**config.mk**
```make
export PLATFORM = sky130hd
export DESIGN_NAME = camara_captura_flat
export DESIGN_NICKNAME = d
export VERILOG_FILES = /design/src/rtl/camara_captura_if.sv /design/src/rtl/camara_captura.sv /design/src/flat_wrapper.sv
export SDC_FILE = /design/constraint.sdc
export NUM_CORES = 1
export LEC_CHECK = 0
export ABC_AREA = 0
export CAP_MARGIN = 5
export CORE_UTILIZATION = 45
export DETAILED_ROUTE_END_ITERATION = 8
export PLACE_DENSITY_LB_ADDON = 0.15
export SLEW_MARGIN = 20
export SYNTH_ARGS = -nofsm -noshare
export SYNTH_HDL_FRONTEND = slang
export SYNTH_SLANG_ARGS = --single-unit
```
**constraint.sdc**
```tcl
create_clock -name p_clock -period 2.3 [get_ports p_clock]
set_clock_uncertainty 0.1 [all_clocks]
set_input_delay 0.46 -clock p_clock [delete_from_list [all_inputs] [get_ports p_clock]]
set_output_delay 0.46 -clock p_clock [all_outputs]
set_load 0.02 [all_outputs]
```
**src/rtl/camara_captura_if.sv**
```systemverilog
// camara_captura_if: camera byte stream, capture config and pixel output bundle
interface camara_captura_if #(
    parameter int ADDR_W = 19
);
    logic              vsync;
    logic              href;
    logic [7:0]        d;
    logic              capture_en;
    logic              single_shot;
    logic [1:0]        fmt;
    logic              decim;
    logic [15:0]       pixel_data;
    logic              pixel_valid;
    logic [ADDR_W-1:0] pixel_addr;
    logic              line_done;
    logic              frame_done;
    logic              frame_err;
    logic              busy;

    modport master (
        output vsync, href, d, capture_en, single_shot, fmt, decim,
        input  pixel_data, pixel_valid, pixel_addr, line_done, frame_done, frame_err, busy
    );

    modport slave (
        input  vsync, href, d, capture_en, single_shot, fmt, decim,
        output pixel_data, pixel_valid, pixel_addr, line_done, frame_done, frame_err, busy
    );
endinterface

```
**src/rtl/camara_captura.sv**
```systemverilog
// camara_captura: frame-synchronised camera byte capture with format conversion and decimation
module camara_captura #(
    parameter int H_RES  = 640,
    parameter int V_RES  = 480,
    parameter int ADDR_W = 19
) (
    input logic             p_clock,
    input logic             rst,
    camara_captura_if.slave cam
);
    typedef enum logic [1:0] {IDLE, SYNC, WAIT_FRAME, CAPTURE} state_t;

    localparam int XW = $clog2(H_RES + 1);
    localparam int YW = $clog2(V_RES + 1);
    localparam logic [XW-1:0] X_END = XW'(H_RES);
    localparam logic [YW-1:0] Y_END = YW'(V_RES);
    localparam logic [ADDR_W:0] LIM_F = (ADDR_W+1)'(H_RES * V_RES);
    localparam logic [ADDR_W:0] LIM_D = (ADDR_W+1)'((H_RES / 2) * (V_RES / 2));

    state_t            state_q, state_d;
    logic [XW-1:0]     x_q, x_d;
    logic [YW-1:0]     y_q, y_d;
    logic              phase_q, phase_d;
    logic [7:0]        b1_q, b1_d;
    logic [ADDR_W-1:0] cnt_q, cnt_d;
    logic              err_q, err_d;
    logic [1:0]        fmt_q, fmt_d;
    logic              decim_q, decim_d;
    logic              ss_q, ss_d;
    logic              href_q, href_d;
    logic [15:0]       data_q, data_d;
    logic              valid_q, valid_d;
    logic [ADDR_W-1:0] addr_q, addr_d;
    logic              line_q, line_d;
    logic              frame_q, frame_d;
    logic              ferr_q, ferr_d;
    logic              busy_q, busy_d;
    logic [15:0]       pix, conv;
    logic              in_range, keep, room;

    always_comb begin
        state_d  = state_q;
        x_d      = x_q;
        y_d      = y_q;
        phase_d  = phase_q;
        b1_d     = b1_q;
        cnt_d    = cnt_q;
        err_d    = err_q;
        fmt_d    = fmt_q;
        decim_d  = decim_q;
        ss_d     = ss_q;
        href_d   = 1'b0;
        data_d   = data_q;
        valid_d  = 1'b0;
        addr_d   = addr_q;
        line_d   = 1'b0;
        frame_d  = 1'b0;
        ferr_d   = 1'b0;
        pix      = {b1_q, cam.d};
        conv     = fmt_q == 2'd1 ? {8'h00, pix[15:13], pix[10:8], pix[4:3]} :
                   fmt_q == 2'd2 ? {8'h00, b1_q} : pix;
        in_range = x_q < X_END && y_q < Y_END;
        keep     = !decim_q || (!x_q[0] && !y_q[0]);
        room     = {1'b0, cnt_q} < (decim_q ? LIM_D : LIM_F);
        case (state_q)
            IDLE:       state_d = cam.capture_en ? SYNC : IDLE;
            SYNC:       state_d = cam.vsync ? WAIT_FRAME : SYNC;
            WAIT_FRAME: if (!cam.vsync) begin
                state_d = CAPTURE;
                fmt_d   = cam.fmt;
                decim_d = cam.decim;
                ss_d    = cam.single_shot;
                x_d     = '0;
                y_d     = '0;
                phase_d = 1'b0;
                cnt_d   = '0;
                addr_d  = '0;
                err_d   = 1'b0;
            end
            default: begin
                href_d = cam.href;
                if (cam.vsync) begin
                    // a frame cut off mid-line is malformed even if the line count matches
                    frame_d = 1'b1;
                    ferr_d  = err_q || y_q != Y_END || cam.href;
                    state_d = (ss_q || !cam.capture_en) ? IDLE : WAIT_FRAME;
                end else if (cam.href) begin
                    phase_d = !phase_q;
                    if (!phase_q) begin
                        b1_d = cam.d;
                    end else begin
                        x_d = x_q == X_END ? x_q : x_q + 1'b1;
                        if (!in_range) err_d = 1'b1;
                        if (in_range && keep && room) begin
                            valid_d = 1'b1;
                            data_d  = conv;
                            addr_d  = cnt_q;
                            cnt_d   = cnt_q + 1'b1;
                        end
                    end
                end else if (href_q) begin
                    line_d  = 1'b1;
                    y_d     = y_q == Y_END ? y_q : y_q + 1'b1;
                    x_d     = '0;
                    phase_d = 1'b0;
                    if (phase_q || x_q != X_END) err_d = 1'b1;
                end
            end
        endcase
        busy_d = state_d == WAIT_FRAME || state_d == CAPTURE;
    end

    always_ff @(posedge p_clock) begin
        if (rst) begin
            state_q <= IDLE;
            x_q     <= '0;
            y_q     <= '0;
            phase_q <= 1'b0;
            b1_q    <= '0;
            cnt_q   <= '0;
            err_q   <= 1'b0;
            fmt_q   <= '0;
            decim_q <= 1'b0;
            ss_q    <= 1'b0;
            href_q  <= 1'b0;
            data_q  <= '0;
            valid_q <= 1'b0;
            addr_q  <= '0;
            line_q  <= 1'b0;
            frame_q <= 1'b0;
            ferr_q  <= 1'b0;
            busy_q  <= 1'b0;
        end else begin
            state_q <= state_d;
            x_q     <= x_d;
            y_q     <= y_d;
            phase_q <= phase_d;
            b1_q    <= b1_d;
            cnt_q   <= cnt_d;
            err_q   <= err_d;
            fmt_q   <= fmt_d;
            decim_q <= decim_d;
            ss_q    <= ss_d;
            href_q  <= href_d;
            data_q  <= data_d;
            valid_q <= valid_d;
            addr_q  <= addr_d;
            line_q  <= line_d;
            frame_q <= frame_d;
            ferr_q  <= ferr_d;
            busy_q  <= busy_d;
        end
    end

    assign cam.pixel_data  = data_q;
    assign cam.pixel_valid = valid_q;
    assign cam.pixel_addr  = addr_q;
    assign cam.line_done   = line_q;
    assign cam.frame_done  = frame_q;
    assign cam.frame_err   = ferr_q;
    assign cam.busy        = busy_q;
endmodule

```
**src/flat_wrapper.sv**
```systemverilog
// flat-port wrapper written by rule: the top's interface ports become plain ports
module camara_captura_flat 
#(
    parameter int H_RES  = 640,
    parameter int V_RES  = 480,
    parameter int ADDR_W = 19
)
  (p_clock, rst, cam_vsync, cam_href, cam_d, cam_capture_en, cam_single_shot, cam_fmt, cam_decim, cam_pixel_data, cam_pixel_valid, cam_pixel_addr, cam_line_done, cam_frame_done, cam_frame_err, cam_busy);
  camara_captura_if #(.ADDR_W(ADDR_W)) cam_i ();
  input logic p_clock;
  input logic rst;
  input wire logic [$bits(cam_i.vsync)-1:0] cam_vsync;
  input wire logic [$bits(cam_i.href)-1:0] cam_href;
  input wire logic [$bits(cam_i.d)-1:0] cam_d;
  input wire logic [$bits(cam_i.capture_en)-1:0] cam_capture_en;
  input wire logic [$bits(cam_i.single_shot)-1:0] cam_single_shot;
  input wire logic [$bits(cam_i.fmt)-1:0] cam_fmt;
  input wire logic [$bits(cam_i.decim)-1:0] cam_decim;
  output wire logic [$bits(cam_i.pixel_data)-1:0] cam_pixel_data;
  output wire logic [$bits(cam_i.pixel_valid)-1:0] cam_pixel_valid;
  output wire logic [$bits(cam_i.pixel_addr)-1:0] cam_pixel_addr;
  output wire logic [$bits(cam_i.line_done)-1:0] cam_line_done;
  output wire logic [$bits(cam_i.frame_done)-1:0] cam_frame_done;
  output wire logic [$bits(cam_i.frame_err)-1:0] cam_frame_err;
  output wire logic [$bits(cam_i.busy)-1:0] cam_busy;
  assign cam_i.vsync = cam_vsync;
  assign cam_i.href = cam_href;
  assign cam_i.d = cam_d;
  assign cam_i.capture_en = cam_capture_en;
  assign cam_i.single_shot = cam_single_shot;
  assign cam_i.fmt = cam_fmt;
  assign cam_i.decim = cam_decim;
  assign cam_pixel_data = cam_i.pixel_data;
  assign cam_pixel_valid = cam_i.pixel_valid;
  assign cam_pixel_addr = cam_i.pixel_addr;
  assign cam_line_done = cam_i.line_done;
  assign cam_frame_done = cam_i.frame_done;
  assign cam_frame_err = cam_i.frame_err;
  assign cam_busy = cam_i.busy;
  camara_captura #(.H_RES(H_RES), .V_RES(V_RES), .ADDR_W(ADDR_W)) u_core (.p_clock(p_clock), .rst(rst), .cam(cam_i));
endmodule
```
==> results.yml, run 1 <==
run_status:
  status: "finished, final reports clean"
min_path:
  hold_start: "u_core.cam.pixel_data[13]$_SDFFE_PP0P_"
  whs_path_depth: 2
  whs_endpoint: "u_core.cam.pixel_data[13]$_SDFFE_PP0P_"
  hp-class: "register to register"
clock_network:
  cts_root_buffer: "clkbuf_8"
  insertion_delay_ps: 360
  cts_buffers: 9
  clockBufferDepth: 2
  cts_tree: "done"
  cts.sinks: 95
  h-tree-depth: 3
  clk_pin_slew_worst_paths_ps: 100
  cts_hold_buf: 0
setup_path:
  ff2ff_path_depth: 8
  regToRegEndpoint: "u_core.cnt_q[11]$_SDFFE_PP0P_"
  critPathMaxStageDelay_ps: 490
  path_class: "register to register"
  critPathBufInv: 1
  r2r-start: "u_core.decim_q$_SDFFE_PP0P_"
  crit_family: "simple AND/OR/NAND/NOR gates"
  crit_chain: "inv_1 -> ha_1 -> nand3b_1 -> nor2_1 -> a21oi_2 -> a22oi_2 -> or4_1 -> a21oi_1"
  crit_required_ps: 2490
  cp_data_arrival_time_ps: 2340
  reg2reg_slack_ps: 150
  start_kind: "register"
  worstPathMaxFanout: 6
  end_kind: "register"
  cp_slowest_cell: "or4_1"
power:
  p_sw_share_pct: 25.9
  power_frac_clock_pct: 35.7
  power.density_nw_per_um2: 519
  comb_power_share_pct: 7.5
  p_int_w: 0.00217
  vdd_ir_drop_max_v: 0.000270
  p_leak_nw: 2.00
  p_switching_w: 0.000759
  power_frac_seq_pct: 56.8
route:
  drt-initial-drc-count: 146
  vias: 4018
  wl_per_cell_um: 13.9
  dr.pass1.iters: 5
  drc: 0
  ant_nets: 0
  via_per_inst: 5.39
  drt-total-wl_um: 10300
floorplan:
  initial_core_util_pct: 46.3
  die_h_um: 102
  die_x_um: 102
  pin_count: 57
  dieArea_um2: 10400
  core_um2: 9730
  row_count: 36
placed_design:
  pre_cts_slack_ps: -137
  hpwl_um: 7290
  gp_congestion: 0.831
  place_inst: 725
  port_buffers: 56
logic_synthesis:
  synth.cell_area_um2: 4510
  synth_edf_count: 0
  synth-simple-area-share_pct: 25.9
  synth_cell_types: 55
  yosysMostFrequentCell: "dfxtp_1"
  synth_top_family_by_area: "simple AND/OR/NAND/NOR gates"
  synth_warnings: 0
  synth_fa_ha_area_share_pct: 4.17
  yosys.area.top_type: "dfxtp_1"
  synth-compound-area-share_pct: 16.0
  ys_top_cells_by_area: "dfxtp_1, a21oi_1, nor2_1"
  yosysTopAreaCellShare_pct: 42.2
  syn_nets: 566
  synthFlopType: "dfxtp_1"
  syn_area_per_cell_um2: 8.44
  ys_seq_area_share_pct: 42.2
  async_reset_ff_share_pct: 0
  synth_xor_area_share_pct: 3.11
  yosys-top-cells-count: "dfxtp_1, nor2_1, nand2_1, a21oi_1"
  muxShareOfSynthArea_pct: 4.33
  ys_ff_latch: 95
  syn_inst: 534
timing:
  finalSetupViolCount: 0
  hold_slack_ps: 354
  relSlewSlack_pct: 56.9
  finalHoldViolations: 0
  slew_viol_final: 0
  worstMarginPinSlew_ps: 647
  finalCritPeriodShare_pct: 93.4
  max_freq_mhz: 465
  timing.final.ws_setup_ps: 151
  fin_crit_ps: 2150
final_layout:
  fillCellCount: 901
  antenna-diode-count: 0
  fin_util_pct: 58.0
  instances_no_fill: 745
  area_growth_pct: 25.2
  drive_gt1_share_pct: 13.1
  nets: 639
global_route:
  antenna_found_initial: 0
  grt_pass1_vias: 3640
  grt-ovfl-total: 0
  grt_max_degree: 60
  grt_pass1_wl_um: 16900
  grt_use_total_pct: 20.4
flow_run:
  drv_cap: 0
cell type report:
class / count / area, µm² / area share [%]
timing repair buffer: 98 / 896 / 15.9
inverter: 13 / 48.8 / 0.865
multi-input combinational: 390 / 2430 / 43.2
clock inverter: 7 / 67.6 / 1.20
sequential: 95 / 1900 / 33.7
clock buffer: 9 / 124 / 2.20
tap: 133 / 166 / 2.95
worst min-delay path, cell delays in order, from the launching register on:
cell and delay [ps]:
dfxtp_1 320, nand2_1 50, a21oi_1 50
what timing repair did:
| item | 4_1_cts | 5_1_grt |
|---|---|---|
| endpoints found under the setup margin | 1 | 49 |
| setup buffers | 1 | 3 |
| pin swaps | 1 | 3 |
| cloned | 0 | 0 |
| gates resized for setup | 0 | 4 |
placed cells by master (no fill, tap or decap), types with 12 or more instances in the layout:
cell type and instances:
nor2_1 63, ha_1 15, mux2i_1 15, xor2_1 12, nand3_1 22, inv_1 13
o21ai_0 27, buf_4 40, a21oi_1 48, nand2_1 49, nand4b_1 21, dfxtp_1 94
clkdlybuf4s50_1 55
kinds of logic after synthesis:
| logic type | Yosys count |
|---|---|
| compound gates | 118 |
| buf+inv | 49 |
| fa+ha+maj | 15 |
| simple gates | 222 |
| mux | 19 |
| xor+xnor | 16 |
| flops | 95 |
state kept, by name (all words and copies together), names as in the netlist, 2 cells and up:
name,count
u_core.b1_q,8
u_core.cnt_q,19
u_core.cam.pixel_data,16
u_core.cam.pixel_addr,19
u_core.x_q,10
u_core.fmt_q,2
u_core.state_q,2
u_core.y_q,9
how the worst max path moves through the flow:
| stage | from | endpoint | slack [ps] | depth (start not counted) |
|---|---|---|---|---|
| detailed placement | cam_href | u_core.cnt_q[11]$_SDFFE_PP0P_ | -140 | 7 |
| finish | u_core.decim_q$_SDFFE_PP0P_ | u_core.cnt_q[11]$_SDFFE_PP0P_ | 150 | 8 |
| global route | u_core.state_q[1]$_SDFF_PP0_ | u_core.x_q[9]$_SDFFE_PP0P_ | -7 | 8 |
| CTS | u_core.decim_q$_SDFFE_PP0P_ | u_core.cnt_q[11]$_SDFFE_PP0P_ | 8 | 8 |
| floorplan | u_core.decim_q$_SDFFE_PP0P_ | u_core.cam.pixel_data[13]$_SDFFE_PP0P_ | 190 | 9 |
| global placement | cam_vsync | u_core.cnt_q[11]$_SDFFE_PP0P_ | -130 | 7 |
power by group through the flow:
stage / logic (W) / registers, W / clock network [W]
CTS: 0.000215 / 0.00166 / 0.00109
detailed placement: 0.000213 / 0.00170 / 0
global route: 0.000241 / 0.00166 / 0.00114
global placement: 0.000209 / 0.00170 / 0
floorplan: 0.000126 / 0.00170 / 0
finish: 0.000219 / 0.00166 / 0.00104
through the flow:
step           TNS, ps  area, µm²  power, W
6_report             0       5640   0.00293
5_1_grt          -7.00       5640   0.00305
4_1_cts              0       5600   0.00297
3_5_place_dp     -3920       5400   0.00191
3_3_place_gp     -2380       5400   0.00191
2_1_floorplan        0       4510   0.00183
routing by layer:
metal / vias up / wire [µm] / global-route usage, %
li1: 2037 / - / -
met2: 63 / 4730 / 33.2
met5: - / 0 / 0
met4: 0 / 183 / 7.69
met1: 1902 / 5110 / 27.4
met3: 16 / 314 / 2.74
(Power assumes the default switching activity.)
==> inputs of run 2 (changes only) <==
Settings changed: CORE_ASPECT_RATIO set to 1.1.
==> results.yml, run 2 (synthesis gave the netlist of run 1 again) <==
clock_network:
  cts_hold_buf: 0
  cts.sinks: 95
  cts_tree: "done"
  cts_buffers: 9
  cts_root_buffer: "clkbuf_8"
  insertion_delay_ps: 370
  clk_pin_slew_worst_paths_ps: 90
  clockBufferDepth: 2
  h-tree-depth: 3
timing:
  finalSetupViolCount: 0
  finalHoldViolations: 0
  finalCritPeriodShare_pct: 92.9
  slew_viol_final: 0
  timing.final.ws_setup_ps: 164
  worstMarginPinSlew_ps: 1060
  fin_crit_ps: 2140
  max_freq_mhz: 468
  relSlewSlack_pct: 28.9
  rsz0062_at_grt: "false"
final_layout:
  seqCellArea_um2: 1900
  antenna-diode-count: 0
  area_growth_pct: 24.9
  nets: 636
  final_cell_mix: "dfxtp_1, nor2_1, clkdlybuf4s50_1"
  drive_gt1_share_pct: 12.5
  multiInputGateArea_um2: 2420
  final_common_cell: "dfxtp_1"
  fillCellCount: 878
run_status:
  status: "finished, final reports clean"
flow_run:
  drv_cap: 0
setup_path:
  crit_required_ps: 2500
  start_kind: "register"
  crit_chain: "ha_1 -> buf_4 -> nor2b_2 -> a22oi_2 -> or4_1 -> a21oi_1"
  cp_data_arrival_time_ps: 2340
  critPathMaxStageDelay_ps: 470
  path_class: "register to register"
  critPathBufInv: 1
  crit_family: "simple AND/OR/NAND/NOR gates"
  end_kind: "register"
  worstPathMaxFanout: 24
  cp_slowest_cell: "or4_1"
power:
  vdd_ir_drop_max_v: 0.000319
  comb_power_share_pct: 6.8
  power_frac_clock_pct: 40.7
  p_sw_share_pct: 22.6
  p_switching_w: 0.000717
  power.density_nw_per_um2: 563
  p_int_w: 0.00245
  finalPower_w: 0.00317
  p_leak_nw: 2.01
  power_frac_seq_pct: 52.4
floorplan:
  initial_core_util_pct: 47.2
  row_count: 37
  dieArea_um2: 10400
  pin_count: 57
  die_x_um: 97.4
  core_um2: 9540
  die_h_um: 107
route:
  vias: 3986
  drc: 0
  dr.pass1.iters: 4
  ant_nets: 0
  wl_per_cell_um: 14.3
  drt-initial-drc-count: 158
  via_per_inst: 5.49
  drt-total-wl_um: 10400
global_route:
  use_met3_pct: 4.11
  top_usage_layer: "met2"
  use_met1_pct: 27.1
  grt_pass1_vias: 3736
  use_met2_pct: 34.9
  grt_pass1_wl_um: 17800
  grt_max_degree: 60
  grt_use_total_pct: 21.0
  antenna_found_initial: 0
  grt-ovfl-total: 0
min_path:
  hp-class: "register to register"
placed_design:
  hpwl_um: 7310
  pre_cts_slack_ps: -188
  gp_congestion: 0.834
  port_buffers: 56
run 2: cell types whose count changed in the layout (fill, tap and decap cells not counted), sizes merged:
| cell | delta |
|---|---|
| inv | -2 |
| bufinv | +2 |
| clkinvlp | -2 |
| buf | -3 |
| clkbuf | +3 |
| clkinv | -1 |
run 2: per-layer routing:
layer  routed length [µm]  share of wire [%]  vias to the layer above
met5                    0                  0                        -
met1                 4900                 47                     1879
met4                  147                1.4                        0
met2                 4970                 48                       65
li1                     -                  -                     2031
met3                  383                3.7                       11
run 2: area by class of cell:
cell class / instances / share of cell area [%]
clock buffers: 12 / 2.93
clock inverters: 4 / 1.36
inverters: 13 / 0.867
multi-input cells: 390 / 43.1
flip-flops and latches: 95 / 33.8
well taps: 117 / 2.60
repair buffers: 95 / 15.4
run 2: path summary, 6_finish.rpt:
| path | from | depth (start not counted) | slack, ps | to |
|---|---|---|---|---|
| worst max-delay path | u_core.state_q[1]$_SDFF_PP0_ | 6 | 160 | u_core.cnt_q[11]$_SDFFE_PP0P_ |
| worst min-delay path | u_core.cam.pixel_addr[0]$_SDFFE_PP0P_ | 2 | 360 | u_core.cam.pixel_addr[0]$_SDFFE_PP0P_ |
| worst min register to register | u_core.cam.pixel_addr[0]$_SDFFE_PP0P_ | 2 | 360 | u_core.cam.pixel_addr[0]$_SDFFE_PP0P_ |
| worst max register to register | u_core.state_q[1]$_SDFF_PP0_ | 6 | 160 | u_core.cnt_q[11]$_SDFFE_PP0P_ |
run 2: metrics by stage:
| step | hold slack (ps) | cell area (µm²) | setup TNS, ps | std cells | util [%] |
|---|---|---|---|---|---|
| after floorplan | 338 | 4510 | 0 | 534 | - |
| after global placement | 342 | 5350 | -3270 | 707 | 56.1 |
| after detailed placement | 345 | 5350 | -4340 | 707 | 56.1 |
| after CTS | 357 | 5590 | 0 | 723 | 58.6 |
| after global routing | 375 | 5630 | 0 | 726 | 59.0 |
| final | 356 | 5630 | 0 | 726 | 59.0 |
run 2: power by group through the flow:
stage	registers, W	clock network, W	logic, W
after floorplan	0.00170	0	0.000126
after global placement	0.00170	0	0.000210
final	0.00166	0.00129	0.000217
after detailed placement	0.00170	0	0.000212
after CTS	0.00166	0.00133	0.000213
after global routing	0.00166	0.00140	0.000239
run 2: tightest hold or removal path, cell delays in order, from the launching register on:
cell and delay (ps):
dfxtp_1 320, nand2_1 50, a21oi_1 50
run 2: what timing repair did:
item	4_1_cts	5_1_grt
gates resized for setup	0	5
setup buffers	0	3
endpoints found under the setup margin	0	52
==> inputs of run 3 (changes only) <==
Settings changed: CAP_MARGIN 5 to 20.
==> results of run 3 <==
The final DEF is identical to that of run 2; final timing and power are the same.
